<file path="src/rtl/io_periph_bank.sv">
// Memory-mapped peripheral bank with N_OUT byte-writable output channels, synchronised and debounced
// buttons, button edge capture (W1C) and a level IRQ. Optional macro SW_DEBOUNCE_EN debounces the switches too.
module io_periph_bank_db #(
    parameter int W         = 4,
    parameter int DB_CYCLES = 250000
) (
    input  logic         clk,
    input  logic         rst,
    input  logic [W-1:0] sync_i,
    output logic [W-1:0] level_o,
    output logic [W-1:0] rise_o
);
    localparam int CW = (DB_CYCLES > 2) ? $clog2(DB_CYCLES) : 1;
    localparam logic [CW-1:0] CNT_MAX = CW'(DB_CYCLES - 1);

    genvar gi;
    generate
        for (gi = 0; gi < W; gi++) begin : g_bit
            logic [CW-1:0] cnt_q, cnt_d;
            logic          lvl_q, lvl_d;

            // Any sample that agrees with the accepted level restarts the stability count.
            always_comb begin
                cnt_d = cnt_q;
                lvl_d = lvl_q;
                if (sync_i[gi] == lvl_q) begin
                    cnt_d = '0;
                end else if (cnt_q == CNT_MAX) begin
                    lvl_d = sync_i[gi];
                    cnt_d = '0;
                end else begin
                    cnt_d = cnt_q + 1'b1;
                end
            end

            always_ff @(posedge clk or negedge rst) begin
                if (!rst) begin
                    cnt_q <= '0;
                    lvl_q <= 1'b0;
                end else begin
                    cnt_q <= cnt_d;
                    lvl_q <= lvl_d;
                end
            end

            assign level_o[gi] = lvl_q;
            assign rise_o[gi]  = lvl_d & ~lvl_q;
        end
    endgenerate
endmodule

module io_periph_bank #(
    parameter int         N_OUT     = 8,
    parameter int         SW_W      = 18,
    parameter int         BTN_W     = 4,
    parameter int         DB_CYCLES = 250000,
    parameter logic [7:0] BASE_HI   = 8'h70
) (
    input  logic                 clk,
    input  logic                 rst,
    input  logic [15:0]          addr,
    input  logic [31:0]          w_data,
    input  logic                 wr_en,
    input  logic [3:0]           bmask,
    output logic [31:0]          r_data,
    output logic                 hit,
    output logic [N_OUT*32-1:0]  o_data,
    input  logic [SW_W-1:0]      i_sw,
    input  logic [BTN_W-1:0]     i_btn,
    output logic                 irq
);
    localparam logic [5:0] N_OUT_L  = 6'(N_OUT);
    localparam logic [5:0] W_SW     = 6'h20;
    localparam logic [5:0] W_BTN    = 6'h21;
    localparam logic [5:0] W_EDGE   = 6'h22;
    localparam logic [5:0] W_IRQ_EN = 6'h23;

    logic [5:0]  widx;
    logic        is_out;
    logic        wr;
    logic [31:0] wmask;
    logic [31:0] wbits;
    logic        unused_addr_lsb;

    assign hit             = (addr[15:8] == BASE_HI);
    assign widx            = addr[7:2];
    assign is_out          = ~addr[7] && ({1'b0, widx[4:0]} < N_OUT_L);
    assign wr              = wr_en & hit;
    assign wmask           = {{8{bmask[3]}}, {8{bmask[2]}}, {8{bmask[1]}}, {8{bmask[0]}}};
    assign wbits           = w_data & wmask;
    assign unused_addr_lsb = ^addr[1:0];

    // Output channels; the read view is padded to 32 entries so the word index can address it directly.
    logic [31:0] ch_rd [32];

    genvar gi;
    generate
        for (gi = 0; gi < 32; gi++) begin : g_ch
            if (gi < N_OUT) begin : g_real
                logic [31:0] ch_q, ch_d;
                logic        ch_we;

                assign ch_we = wr & is_out & (widx[4:0] == 5'(gi));
                assign ch_d  = ch_we ? ((ch_q & ~wmask) | wbits) : ch_q;

                always_ff @(posedge clk or negedge rst) begin
                    if (!rst) ch_q <= '0;
                    else      ch_q <= ch_d;
                end

                assign ch_rd[gi]              = ch_q;
                assign o_data[32*gi +: 32]    = ch_q;
            end else begin : g_pad
                assign ch_rd[gi] = '0;
            end
        end
    endgenerate

    // Two-flop synchronisers for every raw input bit.
    logic [SW_W-1:0]  sw_s1_q, sw_s2_q;
    logic [BTN_W-1:0] btn_s1_q, btn_s2_q;

    always_ff @(posedge clk or negedge rst) begin
        if (!rst) begin
            sw_s1_q  <= '0;
            sw_s2_q  <= '0;
            btn_s1_q <= '0;
            btn_s2_q <= '0;
        end else begin
            sw_s1_q  <= i_sw;
            sw_s2_q  <= sw_s1_q;
            btn_s1_q <= i_btn;
            btn_s2_q <= btn_s1_q;
        end
    end

    logic [SW_W-1:0]  sw_val;
    logic [BTN_W-1:0] btn_lvl;
    logic [BTN_W-1:0] btn_rise;

    io_periph_bank_db #(.W(BTN_W), .DB_CYCLES(DB_CYCLES)) u_btn_db (
        .clk     (clk),
        .rst     (rst),
        .sync_i  (btn_s2_q),
        .level_o (btn_lvl),
        .rise_o  (btn_rise)
    );

`ifdef SW_DEBOUNCE_EN
    logic [SW_W-1:0] sw_rise_unused;

    io_periph_bank_db #(.W(SW_W), .DB_CYCLES(DB_CYCLES)) u_sw_db (
        .clk     (clk),
        .rst     (rst),
        .sync_i  (sw_s2_q),
        .level_o (sw_val),
        .rise_o  (sw_rise_unused)
    );
`else
    assign sw_val = sw_s2_q;
`endif

    logic [BTN_W-1:0] edge_q, edge_d;
    logic [BTN_W-1:0] irq_en_q, irq_en_d;
    logic [BTN_W-1:0] edge_clr;
    logic             irq_q;

    // A rising level in the same cycle as a clear leaves the bit set.
    always_comb begin
        edge_clr = '0;
        irq_en_d = irq_en_q;
        if (wr && widx == W_EDGE)   edge_clr = wbits[BTN_W-1:0];
        if (wr && widx == W_IRQ_EN) irq_en_d = (irq_en_q & ~wmask[BTN_W-1:0]) | wbits[BTN_W-1:0];
        edge_d = (edge_q & ~edge_clr) | btn_rise;
    end

    always_ff @(posedge clk or negedge rst) begin
        if (!rst) begin
            edge_q   <= '0;
            irq_en_q <= '0;
            irq_q    <= 1'b0;
        end else begin
            edge_q   <= edge_d;
            irq_en_q <= irq_en_d;
            irq_q    <= |(edge_q & irq_en_q);
        end
    end

    assign irq = irq_q;

    always_comb begin
        r_data = '0;
        if (hit) begin
            if (is_out) begin
                r_data = ch_rd[widx[4:0]];
            end else begin
                case (widx)
                    W_SW:     r_data[SW_W-1:0]  = sw_val;
                    W_BTN:    r_data[BTN_W-1:0] = btn_lvl;
                    W_EDGE:   r_data[BTN_W-1:0] = edge_q;
                    W_IRQ_EN: r_data[BTN_W-1:0] = irq_en_q;
                    default:  r_data = '0;
                endcase
            end
        end
    end
endmodule

</file>
<file path="config.mk">
export PLATFORM = sky130hd
export DESIGN_NAME = io_periph_bank
export DESIGN_NICKNAME = d
export VERILOG_FILES = /design/src/rtl/io_periph_bank.sv
export SDC_FILE = /design/constraint.sdc
export NUM_CORES = 1
export LEC_CHECK = 0
export CAP_MARGIN = 0
export CORE_MARGIN = 4
export CORE_UTILIZATION = 56
export DETAILED_ROUTE_END_ITERATION = 10
export HOLD_SLACK_MARGIN = 0.1
export PLACE_DENSITY = 0.95
export SYNTH_ARGS = -nofsm -noshare
export SYNTH_HDL_FRONTEND = slang
export SYNTH_SLANG_ARGS = --single-unit
</file>
<file path="constraint.sdc">
create_clock -name clk -period 4.2 [get_ports clk]
set_clock_uncertainty 0.15 [all_clocks]
set_input_delay 0.63 -clock clk [delete_from_list [all_inputs] [get_ports clk]]
set_output_delay 0.63 -clock clk [all_outputs]
set_load 0.02 [all_outputs]
</file>
* Word-level counts from Yosys, hierarchy flattened *
Index checks and enable logic that the tools add are counted.

word-level totals
  flip-flop bits (word level) = 385
  bits of input ports = 77
  output and inout port bits = 290
  logic and storage cells = 123

operators by class
  $add $sub $neg = 4
  $lt $le $gt $ge = 2
  eq/ne operators = 20
  mux-type cells = 24
  bitwise operators = 45
  reduce and logical (&&, ||, !) cells = 5

operator list
  kind                                                                  number
  32-bit bitwise AND                                                    9
  32-bit bitwise OR                                                     8
  32-bit binary-select mux with 5-bit select                            1
  18-bit 2-to-1 mux                                                     8
  32-bit 2-to-1 mux                                                     4
  18-bit by 1-bit adder with 18-bit output, second input constant       4
  18-bit == test, second input constant                                 4
  32-bit inverter                                                       1
  6-bit == test, second input constant                                  4
  5-bit by 3-bit == test with 1-bit output, second input constant       4
  4-bit case mux with 4 select lines                                    1
  1-bit bitwise AND                                                     14
  14-bit 2-to-1 mux                                                     1
  4-bit bitwise AND                                                     3
  5-bit by 2-bit == test with 1-bit output, second input constant       2
  8-bit by 7-bit == test with 1-bit output, second input constant       1
  1-bit 2-to-1 mux                                                      8
  4-bit inverter                                                        2
  4-bit bitwise OR                                                      2
  6-bit >= comparator, second input constant                            1
  5-bit inverter with 6-bit output                                      1
  5-bit by 1-bit == test with 1-bit output, second input constant       1
  5-bit logical NOT                                                     1
  5-bit by 4-bit < comparator with 1-bit output, second input constant  1
  5 further kinds                                                       14

* Depth between registers and ports, before layout *
  depth after elaboration = 7
  gate-level depth with buffers = 6
  depth with buffers taken out = 5

* Hierarchy *
A second synthesis with hierarchy kept.

unflattened totals
  cell total of the unflattened synthesis = 1235
  area total of the unflattened synthesis = 17500.5 sq um

modules (own cells, without submodules)
  module             times used  cells an instance  area each (sq um)  seq. area each (sq um)
  io_periph_bank     1           843                13578.0            7732.4
  io_periph_bank_db  1           392                3922.5             1901.8

* Worst setup path after synthesis *
Ideal clock, no wire load.

  path kind = input -> output
  start = in addr[9]
  end = out r_data[15]
  data arrival time = 2.196 ns
  required time = 3.420 ns
  path slack = 1.224 ns
  stages on the path = 6
  buffers on the path = 2
  cell sequence = nor4_2 -> buf_4 -> and2_1 -> nand2_1 -> clkbuf_1 -> o2bb2ai_1

on the way
  cells in the longest elaborated chain, start to end = 2

RTL lines
  item                                      line  source
  from (decl)                               61    input logic [15:0] addr,
  8-bit by 7-bit == test with 1-bit output  85    assign hit = (addr[15:8] == BASE_HI);
  named net hit                             66    output logic hit,
  32-bit 2-to-1 mux                         193   if (hit) begin
  to (decl)                                 65    output logic [31:0] r_data,

The timed path passes the listed nets, and every way through them passes these cells.

* Final worst setup path *
  start = in addr[9]
  end = out r_data[17]

on the way
  cells in the longest elaborated chain, start to end = 2

RTL lines
  item                                      line
  8-bit by 7-bit == test with 1-bit output  85
  32-bit 2-to-1 mux                         193

Every way passes these cells.

==> results.sh <==
export IMPL_hold_start="sw_s1_q[11]$_DFF_PN0_"
export IMPL_final_cell_mix="dfrtp_1, clkdlybuf4s50_1, mux2_2, nor2_1, mux4_2"
export IMPL_hold_violations=0
export IMPL_cts_made_buffers=40
export IMPL_slew_headroom=0.173
export IMPL_synth_net_count=1294
export IMPL_r2r_start="u_btn_db.g_bit[2].cnt_q[11]$_DFF_PN0_"
export IMPL_report_final_slew_viol_count=0
export IMPL_core_um2=30700
export IMPL_num_rows=64
export IMPL_cp_required_ns=3.42
export IMPL_r2r_cells=4
export IMPL_gp_congestion=0.918
export IMPL_synth_area_um2=17400
export IMPL_outcome="finished clean"
export IMPL_drt_iter0_markers=815
export IMPL_synth_seq_cells=385
export IMPL_worst_hold_path_endpoint="sw_s2_q[11]$_DFF_PN0_"
export IMPL_fin_cells=2022
export IMPL_start_kind="primary input"
export IMPL_arrival_ns=3.18
export IMPL_finalSetupTns_ns=0
export IMPL_final_common_cell="dfrtp_1"
export IMPL_cp_startpoint="addr[9]"
export IMPL_yosysTopAreaCellShare=0.552
export IMPL_ant_nets=0
export IMPL_dp_hpwl_um=35800
export IMPL_syn_inst=1213
export IMPL_cts_sinks=385
export IMPL_cts_root_buffer="clkbuf_16"
export IMPL_leakage_uw=0.0101
export IMPL_cp_end_kind="primary output"
export IMPL_drv_cap=0
export IMPL_clock_latency_ns=0.52
export IMPL_ys_flop_type="dfrtp_1"
export IMPL_ys_async_sr_fraction=1.00
export IMPL_path_clk_slew_ns=0.06
export IMPL_yosys_warnings=0
export IMPL_remaining_drc_errors=0
export IMPL_holdPathStages=0
export IMPL_fp_dieW_um=184
export IMPL_fin_nets=1681
export IMPL_rsz0062_at_grt="false"
export IMPL_htree_levels=2
export IMPL_ys_seq_area_frac=0.552
export IMPL_routedWlPerCell_um=25.5
export IMPL_grt_max_degree=97
export IMPL_initial_core_util=0.569
export IMPL_cts_max_path_buffers=3
export IMPL_setup_viol=0
export IMPL_dieArea_um2=34000
export IMPL_grt_pass1_wl_um=79300
export IMPL_port_buffers=364
export IMPL_ys_types=52
export IMPL_via_count=12500
export IMPL_tightestPinTransition_ns=1.23
export IMPL_io_pins=367
export IMPL_reg2reg_to="u_btn_db.g_bit[2].cnt_q[13]$_DFF_PN0_"
export IMPL_ir_drop_v=0.000343
export IMPL_yosysTopAreaCell="dfrtp_1"
export IMPL_worst_path_max_fanout=17
export IMPL_post_route_period_util=0.944
export IMPL_drive_above_1_share=0.287
export IMPL_cts_tree="done"
export IMPL_fin_crit_ns=3.96
export IMPL_wl_um=51500
export IMPL_post_place_cells=1953
export IMPL_power_density_nw_per_um2=331
export IMPL_viasPerCell=6.20
export IMPL_grt_pass1_vias=13400
export IMPL_hp_class="reg -> reg"
export IMPL_syn_to_final_growth_pct=31.3
export IMPL_syn_area_per_cell_um2=14.4
export IMPL_crit_type="in -> out"
export IMPL_ff2ff_setup_slack_ns=1.55
export IMPL_synth_edf_count=0
export IMPL_synth_area_leaders="dfrtp_1, mux2_2, mux4_2, mux2i_1, nor3_4"
export IMPL_overflow=0
export IMPL_drt_pass1_iterations=5
export IMPL_hold_slack_ns=0.199
export IMPL_die_h_um=184
export IMPL_grt_antenna_before_repair=1
export IMPL_grt_usage=0.301
export IMPL_clock_fmax_mhz=252
## what timing repair did
| item | 4_1_cts | 5_1_grt |
|---|---|---|
| endpoints found under the setup margin | 0 | 0 |
| gates resized for setup | 0 | 0 |
| endpoints found under the hold margin | 91 | 0 |
| buffers inserted | 0 | 0 |
| hold buffers | 1 | 0 |
## worst max-delay path, stage by stage
cell and delay (ns):
clkdlybuf4s50_1 0.43, nor4_2 0.39, buf_4 0.28, and2_1 0.21, nand2_2 0.07, buf_4 0.23
a2bb2o_1 0.29, clkdlybuf4s50_1 0.64
## cells by family (layout without fill, tap and decap cells)
logic type	after synthesis	in the layout	synth area share
DFF	385	385	0.552
and+or+nand+nor	281	281	0.0981
muxes	364	364	0.277
other	0	1	0
adders and majority gates	4	4	0.00287
AOI/OAI and AO/OA	68	68	0.0286
xor gates and xnor gates	50	50	0.0251
buffers and inverters	61	473	0.0160
## area by class of cell
class / instances / area, um2
Antenna cell: 1 / 2.50
Clock buffer: 62 / 1220
Clock inverter: 5 / 52.6
Fill cell: 1850 / 7770
Inverter: 17 / 63.8
Multi-Input combinational cell: 767 / 7530
Sequential cell: 385 / 9630
Tap cell: 396 / 495
Timing Repair Buffer: 389 / 3890
## through the flow
stage | setup slack, ns | area (um2) | util | power [uW]
3_5_place_dp | 0.272 | 21600 | 0.704 | 4180
5_1_grt | 0.180 | 22900 | 0.746 | 7810
4_1_cts | 0.253 | 22900 | 0.746 | 7630
6_report | 0.235 | 22900 | 0.746 | 7570
3_3_place_gp | 0.306 | 21600 | 0.704 | 4170
2_1_floorplan | 1.22 | 17400 | - | 3950
## synth_stat cells (8+ instances only)
| cell type | instances |
|---|---|
| dfrtp_1 | 385 |
| mux2_2 | 261 |
| nor2_1 | 73 |
| mux4_2 | 68 |
| nand2_1 | 36 |
| mux2i_1 | 32 |
| xnor2_1 | 28 |
| nand3_1 | 26 |
| nand4_1 | 24 |
| xor2_1 | 22 |
| buf_2 | 19 |
| a21oi_1 | 18 |
| inv_1 | 17 |
| nor3_4 | 17 |
| clkbuf_1 | 14 |
| or3_1 | 14 |
| o2bb2ai_1 | 13 |
| nor2_2 | 12 |
| o21ai_0 | 12 |
| nor4_1 | 11 |
| or4_1 | 11 |
| nor3_1 | 10 |
| o31ai_1 | 10 |
| and3_1 | 8 |
| nand3_2 | 8 |
## where the power goes
group          internal [uW]  switching, uW  leakage, uW
sequential              3740           21.4      0.00526
clock                   2050           1410     0.000628
combinational            132            217      0.00425
total                   5930           1650       0.0101
## worst max path at each step
stage,endpoint,slack [ns]
floorplan,r_data[15],1.22
global placement,r_data[17],0.31
detailed placement,r_data[17],0.27
CTS,r_data[17],0.25
global route,r_data[17],0.18
finish,r_data[17],0.24
## layer usage
layer,GRT usage,wire length (um),vias up
met2,0.511,26100,625
met4,0.119,2400,0
met1,0.391,19500,6476
met5,0,0,-
li1,-,-,5282
met3,0.0519,3460,154
Note: power is estimated with default switching activity, not from simulation.
